$ cat config.mk
export PLATFORM = sky130hd
export DESIGN_NAME = f2x_share_sched_flat
export DESIGN_NICKNAME = d
export VERILOG_FILES = /design/src/rtl/f2x_share_sched_if.sv /design/src/rtl/f2x_share_sched.sv /design/src/flat_wrapper.sv
export SDC_FILE = /design/constraint.sdc
export NUM_CORES = 1
export LEC_CHECK = 0
export ABC_AREA = 1
export BUFFER_PORTS_ARGS = -buffer_cell sky130_fd_sc_hd__buf_2
export CAP_MARGIN = 40
export CELL_PAD_IN_SITES_DETAIL_PLACEMENT = 1
export CELL_PAD_IN_SITES_GLOBAL_PLACEMENT = 1
export CORE_AREA = 3 3 186 188
export DETAILED_ROUTE_END_ITERATION = 10
export DIE_AREA = 0 0 189 191
export PLACE_DENSITY = 0.63
export SYNTH_ARGS = -nofsm -noshare
export SYNTH_HDL_FRONTEND = slang
export SYNTH_SLANG_ARGS = --single-unit
export TNS_END_PERCENT = 20
$ cat constraint.sdc
create_clock -name clk -period 3.1 [get_ports clk]
set_clock_uncertainty 0.15 [all_clocks]
set_input_delay 0.155 -clock clk [delete_from_list [all_inputs] [get_ports clk]]
set_output_delay 0.155 -clock clk [all_outputs]
set_load 0.005 [all_outputs]
$ cat src/rtl/f2x_share_sched_if.sv
// Request/result bundle between the requesters, the shared converter scheduler
// and the result consumer.
interface f2x_share_sched_if #(
  parameter int NUM_REQ   = 4,
  parameter int FLOAT_WID = 64,
  parameter int INT_WID   = 32,
  parameter int FRA_WID   = 32,
  parameter int ID_WID    = $clog2(NUM_REQ)
);
  logic [NUM_REQ-1:0]           req_valid;
  logic [NUM_REQ*FLOAT_WID-1:0] req_data;
  logic [NUM_REQ-1:0]           req_ready;
  logic                         res_valid;
  logic                         res_ready;
  logic [ID_WID-1:0]            res_id;
  logic [INT_WID-1:0]           res_int;
  logic [FRA_WID-1:0]           res_fra;
  logic [5:0]                   res_flags;

  modport master (
    output req_valid, req_data, res_ready,
    input  req_ready, res_valid, res_id, res_int, res_fra, res_flags
  );

  modport slave (
    input  req_valid, req_data, res_ready,
    output req_ready, res_valid, res_id, res_int, res_fra, res_flags
  );
endinterface

$ cat src/rtl/f2x_share_sched.sv
// Round-robin scheduler sharing one pipelined float-to-fixed converter among
// NUM_REQ requesters; tracks requester IDs through the pipe and stalls it on backpressure.
module f2x_share_sched #(
  parameter int NUM_REQ   = 4,
  parameter int FLOAT_WID = 64,
  parameter int INT_WID   = 32,
  parameter int FRA_WID   = 32,
  parameter int CONV_LAT  = 5
) (
  input  logic                              clk,
  input  logic                              rstn,
  input  logic                              flush,
  f2x_share_sched_if.slave                  bus,
  output logic                              conv_clk_en,
  output logic [FLOAT_WID-1:0]              conv_float_val,
  input  logic [INT_WID-1:0]                conv_int,
  input  logic [FRA_WID-1:0]                conv_fra,
  input  logic [5:0]                        conv_flags,
  output logic [$clog2(CONV_LAT+1)-1:0]     inflight,
  output logic                              idle
);
  localparam int ID_WID  = $clog2(NUM_REQ);
  localparam int CNT_WID = $clog2(CONV_LAT+1);

  logic [CONV_LAT-1:0] slot_vld_r;
  logic [ID_WID-1:0]   slot_id_r [CONV_LAT];
  logic [ID_WID-1:0]   rr_ptr_r;
  logic [CNT_WID-1:0]  inflight_r;

  logic                adv_s;
  logic                grant_any_s;
  logic [ID_WID-1:0]   grant_id_s;
  logic [NUM_REQ-1:0]  grant_s;
  logic [ID_WID:0]     pick_s;
  logic                res_hs_s;
  logic [ID_WID-1:0]   ptr_next_s;

  // Scans downward so the last hit, i.e. the requester nearest at/after ptr, wins.
  function automatic logic [ID_WID:0] rr_pick(input logic [NUM_REQ-1:0] vld,
                                               input logic [ID_WID-1:0]  ptr);
    logic [ID_WID:0]   pick;
    logic [ID_WID-1:0] idx;
    pick = '0;
    for (int i = NUM_REQ - 1; i >= 0; i--) begin
      idx = ID_WID'((int'(ptr) + i) % NUM_REQ);
      if (vld[idx]) begin
        pick = {1'b1, idx};
      end else begin
        pick = pick;
      end
    end
    return pick;
  endfunction

  // Stall, arbitration and operand mux; nothing is granted while frozen, flushing or in reset.
  always_comb begin
    adv_s          = ~(slot_vld_r[CONV_LAT-1] & ~bus.res_ready);
    pick_s         = rr_pick(bus.req_valid & {NUM_REQ{adv_s & ~flush & rstn}}, rr_ptr_r);
    grant_any_s    = pick_s[ID_WID];
    grant_id_s     = pick_s[ID_WID-1:0];
    grant_s        = '0;
    conv_float_val = '0;
    for (int i = 0; i < NUM_REQ; i++) begin
      if (grant_any_s && (grant_id_s == ID_WID'(i))) begin
        grant_s[i]     = 1'b1;
        conv_float_val = bus.req_data[i*FLOAT_WID +: FLOAT_WID];
      end else begin
        grant_s[i]     = 1'b0;
      end
    end
    if (grant_id_s == ID_WID'(NUM_REQ - 1)) begin
      ptr_next_s = '0;
    end else begin
      ptr_next_s = grant_id_s + ID_WID'(1);
    end
    res_hs_s = slot_vld_r[CONV_LAT-1] & bus.res_ready;
  end

  // Slot tracker mirrors the converter pipe; flush kills all valids even while stalled.
  always_ff @(posedge clk or negedge rstn) begin
    if (!rstn) begin
      slot_vld_r <= '0;
      for (int i = 0; i < CONV_LAT; i++) slot_id_r[i] <= '0;
    end else if (flush) begin
      slot_vld_r <= '0;
    end else if (adv_s) begin
      slot_vld_r   <= {slot_vld_r[CONV_LAT-2:0], grant_any_s};
      slot_id_r[0] <= grant_id_s;
      for (int i = 1; i < CONV_LAT; i++) slot_id_r[i] <= slot_id_r[i-1];
    end
  end

  // Round-robin pointer advances past the winner only on an actual grant.
  always_ff @(posedge clk or negedge rstn) begin
    if (!rstn) begin
      rr_ptr_r <= '0;
    end else if (grant_any_s) begin
      rr_ptr_r <= ptr_next_s;
    end
  end

  // Occupancy counter: accept and result handshake in one cycle cancel out.
  always_ff @(posedge clk or negedge rstn) begin
    if (!rstn) begin
      inflight_r <= '0;
    end else if (flush) begin
      inflight_r <= '0;
    end else begin
      case ({grant_any_s, res_hs_s})
        2'b10:   inflight_r <= inflight_r + CNT_WID'(1);
        2'b01:   inflight_r <= inflight_r - CNT_WID'(1);
        default: inflight_r <= inflight_r;
      endcase
    end
  end

  assign conv_clk_en   = adv_s;
  assign bus.req_ready = grant_s;
  assign bus.res_valid = slot_vld_r[CONV_LAT-1];
  assign bus.res_id    = slot_id_r[CONV_LAT-1];
  assign bus.res_int   = conv_int;
  assign bus.res_fra   = conv_fra;
  assign bus.res_flags = conv_flags;
  assign inflight      = inflight_r;
  assign idle          = (inflight_r == '0) & ~(|bus.req_valid);
endmodule

$ cat src/flat_wrapper.sv
// flat-port wrapper written by rule: the top's interface ports become plain ports
module f2x_share_sched_flat 
#(
  parameter int NUM_REQ   = 4,
  parameter int FLOAT_WID = 64,
  parameter int INT_WID   = 32,
  parameter int FRA_WID   = 32,
  parameter int CONV_LAT  = 5
)
  (clk, rstn, flush, conv_clk_en, conv_float_val, conv_int, conv_fra, conv_flags, inflight, idle, bus_req_valid, bus_req_data, bus_res_ready, bus_req_ready, bus_res_valid, bus_res_id, bus_res_int, bus_res_fra, bus_res_flags);
  f2x_share_sched_if #(.NUM_REQ(NUM_REQ), .FLOAT_WID(FLOAT_WID), .INT_WID(INT_WID), .FRA_WID(FRA_WID)) bus_i ();
  input  logic clk;
  input  logic rstn;
  input  logic flush;
  output logic conv_clk_en;
  output logic [FLOAT_WID-1:0] conv_float_val;
  input  logic [INT_WID-1:0] conv_int;
  input  logic [FRA_WID-1:0] conv_fra;
  input  logic [5:0] conv_flags;
  output logic [$clog2(CONV_LAT+1)-1:0] inflight;
  output logic idle;
  input wire logic [$bits(bus_i.req_valid)-1:0] bus_req_valid;
  input wire logic [$bits(bus_i.req_data)-1:0] bus_req_data;
  input wire logic [$bits(bus_i.res_ready)-1:0] bus_res_ready;
  output wire logic [$bits(bus_i.req_ready)-1:0] bus_req_ready;
  output wire logic [$bits(bus_i.res_valid)-1:0] bus_res_valid;
  output wire logic [$bits(bus_i.res_id)-1:0] bus_res_id;
  output wire logic [$bits(bus_i.res_int)-1:0] bus_res_int;
  output wire logic [$bits(bus_i.res_fra)-1:0] bus_res_fra;
  output wire logic [$bits(bus_i.res_flags)-1:0] bus_res_flags;
  assign bus_i.req_valid = bus_req_valid;
  assign bus_i.req_data = bus_req_data;
  assign bus_i.res_ready = bus_res_ready;
  assign bus_req_ready = bus_i.req_ready;
  assign bus_res_valid = bus_i.res_valid;
  assign bus_res_id = bus_i.res_id;
  assign bus_res_int = bus_i.res_int;
  assign bus_res_fra = bus_i.res_fra;
  assign bus_res_flags = bus_i.res_flags;
  f2x_share_sched #(.NUM_REQ(NUM_REQ), .FLOAT_WID(FLOAT_WID), .INT_WID(INT_WID), .FRA_WID(FRA_WID), .CONV_LAT(CONV_LAT)) u_core (.clk(clk), .rstn(rstn), .flush(flush), .bus(bus_i), .conv_clk_en(conv_clk_en), .conv_float_val(conv_float_val), .conv_int(conv_int), .conv_fra(conv_fra), .conv_flags(conv_flags), .inflight(inflight), .idle(idle));
endmodule
# Word-level counts from Yosys, hierarchy flattened
# Index checks and enable logic that the tools add are counted.
# totals
elab_cells,68
register_bits,20
input_bits,334
output_inout_bits,146
# op_classes
order_cmp,4
n_eq_ne,6
n_reduce_logical,9
addsub,6
n_mux,25
bitwise,10
# ops
cell,n
64-bit two-way mux,4
3-bit two-way mux,5
"2-bit by 3-bit < comparator with 1-bit output, second input constant",4
5-bit two-way mux,2
1-bit binary-select mux with 2-bit select,4
1-bit two-way mux,8
"2-bit equality test, second input constant",3
3-bit one-hot mux with 2 select lines,1
1-bit AND,5
"2-bit by 1-bit adder with 2-bit output, second input constant",2
"2-bit adder, second input constant",2
4-bit AND,1
"2-bit by 1-bit equality test with 1-bit output, second input constant",2
1-bit logical AND,4
1-bit inverter,4
4-bit OR reduction,1
"3-bit by 1-bit adder with 3-bit output, second input constant",1
3-bit logical NOT,1
3-bit nonzero test,1
"3-bit by 1-bit subtractor with 3-bit output, second input constant",1
2-bit logical NOT,1
2-bit two-way mux,1
"2-bit inequality test, second input constant",1
2-bit AND reduction,1

# Depth between registers and ports, before layout
# logic_depth
word_depth,18
mapped_depth,19
ltp_nobuf,17

# Worst setup path after synthesis
# OpenSTA, ideal clock, no wires.
# synth_timing
path_kind,register to output
from,register u_core.slot_vld_r[4]
to,output port conv_float_val[10]
path_stages_with_launch,18
slack_ps,414
path_buffers,2
t_required_ps,2795
t_arrival_ps,2381
path_cell_list,dfrtp_1 nand2_2 nand4_1 nand2_1 nand3_1 nand2_2 nor2_1 o21ai_0 nand2_1 inv_1 ha_1 clkbuf_1 clkbuf_1 nor2_1 nand3_1 nand3_1 nand2_1 nand2_1
# synth_via
elab_chain_cells,17
word_cells_on_any_way,29
cone_classes,3 x eq/ne; 16 x mux; 5 x bitwise; 5 x reduce/logical
# synth_rtl
element,line_no,source
start: declaration,f2x_share_sched.sv:25,logic [CONV_LAT-1:0] slot_vld_r;
start signal: assignment,f2x_share_sched.sv:87,"slot_vld_r <= {slot_vld_r[CONV_LAT-2:0], grant_any_s};"
1-bit AND *,f2x_share_sched.sv:57,adv_s = ~(slot_vld_r[CONV_LAT-1] & ~bus.res_ready);
1-bit inverter (no line) *,-,
via conv_clk_en,flat_wrapper.sv:15,output logic conv_clk_en;
1-bit AND * (2 in a row),f2x_share_sched.sv:58,"pick_s = rr_pick(bus.req_valid & {NUM_REQ{adv_s & ~flush & rstn}}, rr_ptr_r);"
4-bit AND *,f2x_share_sched.sv:58,
1-bit binary-select mux with 2-bit select,f2x_share_sched.sv:46,if (vld[idx]) begin
1-bit two-way mux (not written as such),f2x_share_sched.sv:46,
3-bit two-way mux (3 in a row),f2x_share_sched.sv:46,
3-bit two-way mux *,f2x_share_sched.sv:46,
via u_core.pick_s[0],f2x_share_sched.sv:34,logic [ID_WID:0] pick_s;
2-bit logical NOT,f2x_share_sched.sv:64,if (grant_any_s && (grant_id_s == ID_WID'(i))) begin
1-bit logical AND,f2x_share_sched.sv:64,
64-bit two-way mux (3 in a row),f2x_share_sched.sv:64,
64-bit two-way mux *,f2x_share_sched.sv:64,
end: declaration,flat_wrapper.sv:16,output logic [FLOAT_WID-1:0] conv_float_val;
# Mark *: on every way through the listed nets, which the timed path passes. The rest lies on a longest branch. The select of a mux whose other input is x is not followed.

# Worst setup path in the final report
# layout_timing
from,register u_core.rr_ptr_r[0]
to,output port conv_float_val[57]
# layout_via
elab_chain_cells,13
word_cells_on_any_way,27
cone_classes,3 x add/sub; 3 x eq/ne; 16 x mux; 5 x reduce/logical
# layout_rtl
element,line_no,source
start: declaration,f2x_share_sched.sv:27,logic [ID_WID-1:0] rr_ptr_r;
start signal: assignment,f2x_share_sched.sv:98,rr_ptr_r <= ptr_next_s;
2-bit adder,f2x_share_sched.sv:45,idx = ID_WID'((int'(ptr) + i) % NUM_REQ);
1-bit binary-select mux with 2-bit select,f2x_share_sched.sv:46,
1-bit two-way mux (not written as such),f2x_share_sched.sv:46,
3-bit two-way mux (3 in a row),f2x_share_sched.sv:46,
3-bit two-way mux *,f2x_share_sched.sv:46,
via u_core.pick_s[0],f2x_share_sched.sv:34,
2-bit logical NOT,f2x_share_sched.sv:64,
1-bit logical AND,f2x_share_sched.sv:64,
64-bit two-way mux (3 in a row),f2x_share_sched.sv:64,
64-bit two-way mux *,f2x_share_sched.sv:64,
# Marks and branches as above.

==> impl_metrics.ini <==
[floorplanning]
core-area_mm2 = 0.0333
ios = 480
die_height_um = 191
rows = 67
die_area_mm2 = 0.0361
die_x_um = 189
start_util = 0.159

[status]
status = finished, final reports clean

[clocking]
htree_levels = 1
clock-sinks = 20
cts_buffers = 3
insertion_delay_ns = 0.25
clk_pin_slew_worst_paths_ns = 0.06
cts-root-buf = clkbuf_16
clock_path_buffers = 2
cts_tree = yes

[critical_path]
required_ns = 2.79
worst_setup_path_end_kind = output port
cp.arrival_ns = 2.78
start_kind = register
worstSetupPathType = register to output port
crit_path_max_fanout = 9

[detailed_routing]
via_per_inst = 4.12
drt_iter0_drc = 173
vias = 7206
routed_wirelength_um = 26800
first_pass_iters = 4
wl_per_cell_um = 15.3
ant_nets = 0
route.detailed.drc = 0

[logic_synthesis]
synth_warnings = 0
syn_inst = 1050
syn-cell-area_mm2 = 0.00530
syn_nets = 1389
ys_seq_elements = 20
yosysUniqueCellTypes = 27
avgSynthCellArea_um2 = 5.05
seq_area_frac_synth = 0.0944

[timing]
min_period_ns = 3.09
layout_setup_ws_ns = 0.0141
fmax_ghz = 0.324
relSlewSlack = 0.647
drv_slew = 0
setup-tns-final_ns = 0
whs_ns = 0.122
finalSetupViolCount = 0
rsz0062_at_grt = true
final_hold_viol_count = 0
tightest_slew_ns = 0.529
period_share = 0.995

[placed_design]
routabilityCongestion = 0.839
port_buffers = 339
dpl_worst_slack_ns = 0.0523
dpl.hpwl_um = 20500
place_area_mm2 = 0.00709

[grt]
overflow = 0
met1_usage = 0.152
use_met3 = 0.0209
grt_pass1_vias = 7318
grt.busiest_layer = met2
grtUsageTotal = 0.131
grt_start_max_net_pins = 73
gr-usage-met2 = 0.251
grt_pass1_wl_um = 38700
antenna_found_initial = 5

[job]
maxCapViolCount = 0

[worst_hold_path]
hold_path.class = input pin to register

[finish]
nFillCells = 4449
area_delta_synth_final_pct = 42.8
nNetsFinal = 1639
drive_above_1_share = 0.343
post-route-cell-area_mm2 = 0.00757
-- synthesized netlist by cell type, drive strengths merged --
cell type,count,area [um^2]
nand3,270,1360
fa,1,20.0
nor4,1,6.26
buf,121,871
xor2,2,25.0
ha,4,50.1
mux2,6,67.6
clkbuf,25,93.8
o211ai,1,7.51
or4,1,7.51
inv,213,800
nand4,8,50.1
nand2,298,1130
a21oi,2,10.0
o21ai,6,30.0
o22ai,3,18.8
nor2,68,255
dfrtp,20,500
-- kinds of logic after synthesis --
family | after synthesis | synth area share
AND/OR/NAND/NOR | 646 | 0.530
buffers and inverters | 359 | 0.333
flip-flops | 20 | 0.0944
AO/OA/AOI/OAI | 12 | 0.0125
multiplexers | 6 | 0.0127
adder cells (fa/ha/maj) | 5 | 0.0132
XOR/XNOR | 2 | 0.00472
-- timing repair --
| action | CTS | global route |
|---|---|---|
| cloned | 0 | 4 |
| endpoints found under the hold margin | 21 | 0 |
| endpoints found under the setup margin | 64 | 64 |
| setup buffers | 0 | 10 |
| resized for setup | 7 | 38 |
| pin swaps | 0 | 9 |
| hold buffers | 2 | 0 |
-- state kept, by name, indices dropped and copies added (netlist names) --
name / count
u_core.slot_id_r: 8
u_core.slot_vld_r: 5
u_core.inflight: 3
u_core.bus.res_id: 2
u_core.rr_ptr_r: 2
-- critical path, stage by stage, from the launching register on --
cell     delay [ns]
dfrtp_2        0.47
xor2_4         0.25
inv_2          0.09
nand3_2        0.09
nand2_2        0.08
nor2_2         0.19
o21ai_0        0.10
nand2_1        0.12
inv_2          0.07
ha_4           0.20
buf_12         0.16
buf_8          0.15
nor2_1         0.11
nand3_1        0.08
nand3_1        0.13
nand2_1        0.07
nand2_1        0.05
buf_2          0.10
-- metal layers --
layer | up-vias | part of all wire
met1 | 3300 | 0.41
met4 | 4 | 0.029
met5 | - | 0.00090
met3 | 65 | 0.063
li1 | 3612 | -
met2 | 225 | 0.50
-- path summary, 6_finish.rpt --
check / from / endpoint / slack [ns] / depth (start not counted)
hold / removal: flush / u_core.inflight[2]$_DFFE_PN0P_ / 0.12 / 4
setup reg to reg: u_core.slot_vld_r[4]$_DFFE_PN0P_ / u_core.inflight[2]$_DFFE_PN0P_ / 0.51 / 15
max in group asynchronous: rstn / u_core.rr_ptr_r[0]$_DFFE_PN0P_ / 2.24 / 3
min in group asynchronous: rstn / u_core.slot_vld_r[2]$_DFFE_PN0P_ / 0.33 / 3
hold reg to reg: u_core.slot_id_r[9]$_DFFE_PN0N_ / u_core.slot_id_r[9]$_DFFE_PN0N_ / 0.34 / 2
setup / recovery: u_core.rr_ptr_r[0]$_DFFE_PN0P_ / conv_float_val[57] / 0.01 / 17
-- area by class of cell --
cell class              instances  area, um^2  share of cell area
multi-input cells             671        3200               0.423
repair buffers                391        2390               0.316
inverters                     213         805               0.106
well taps                     448         561              0.0741
flip-flops and latches         20         502              0.0663
clock buffers                   3        75.1             0.00992
clock inverters                 1        30.0             0.00397
diodes                          2        5.00            0.000661
-- through the flow --
stage          instances  utilization
6_report            1749        0.227
5_1_grt             1749        0.227
4_1_cts             1733        0.218
3_5_place_dp        1727        0.213
3_3_place_gp        1727        0.213
2_1_floorplan       1050            -
-- cell usage in the layout, fill, tap and decap left out, types with 11 or more instances in the layout --
cell	synthesis	final
buf_4	87	26
buf_2	21	339
buf_12	0	18
nand3_1	268	258
dfrtp_1	20	19
nand3_2	2	11
nor2_2	0	15
nand2_1	295	291
nor2_1	68	52
inv_1	209	206
Power is left out: the tool's default activity adds up to more than one toggle a clock period on the data nets, which glitch-free logic cannot reach.
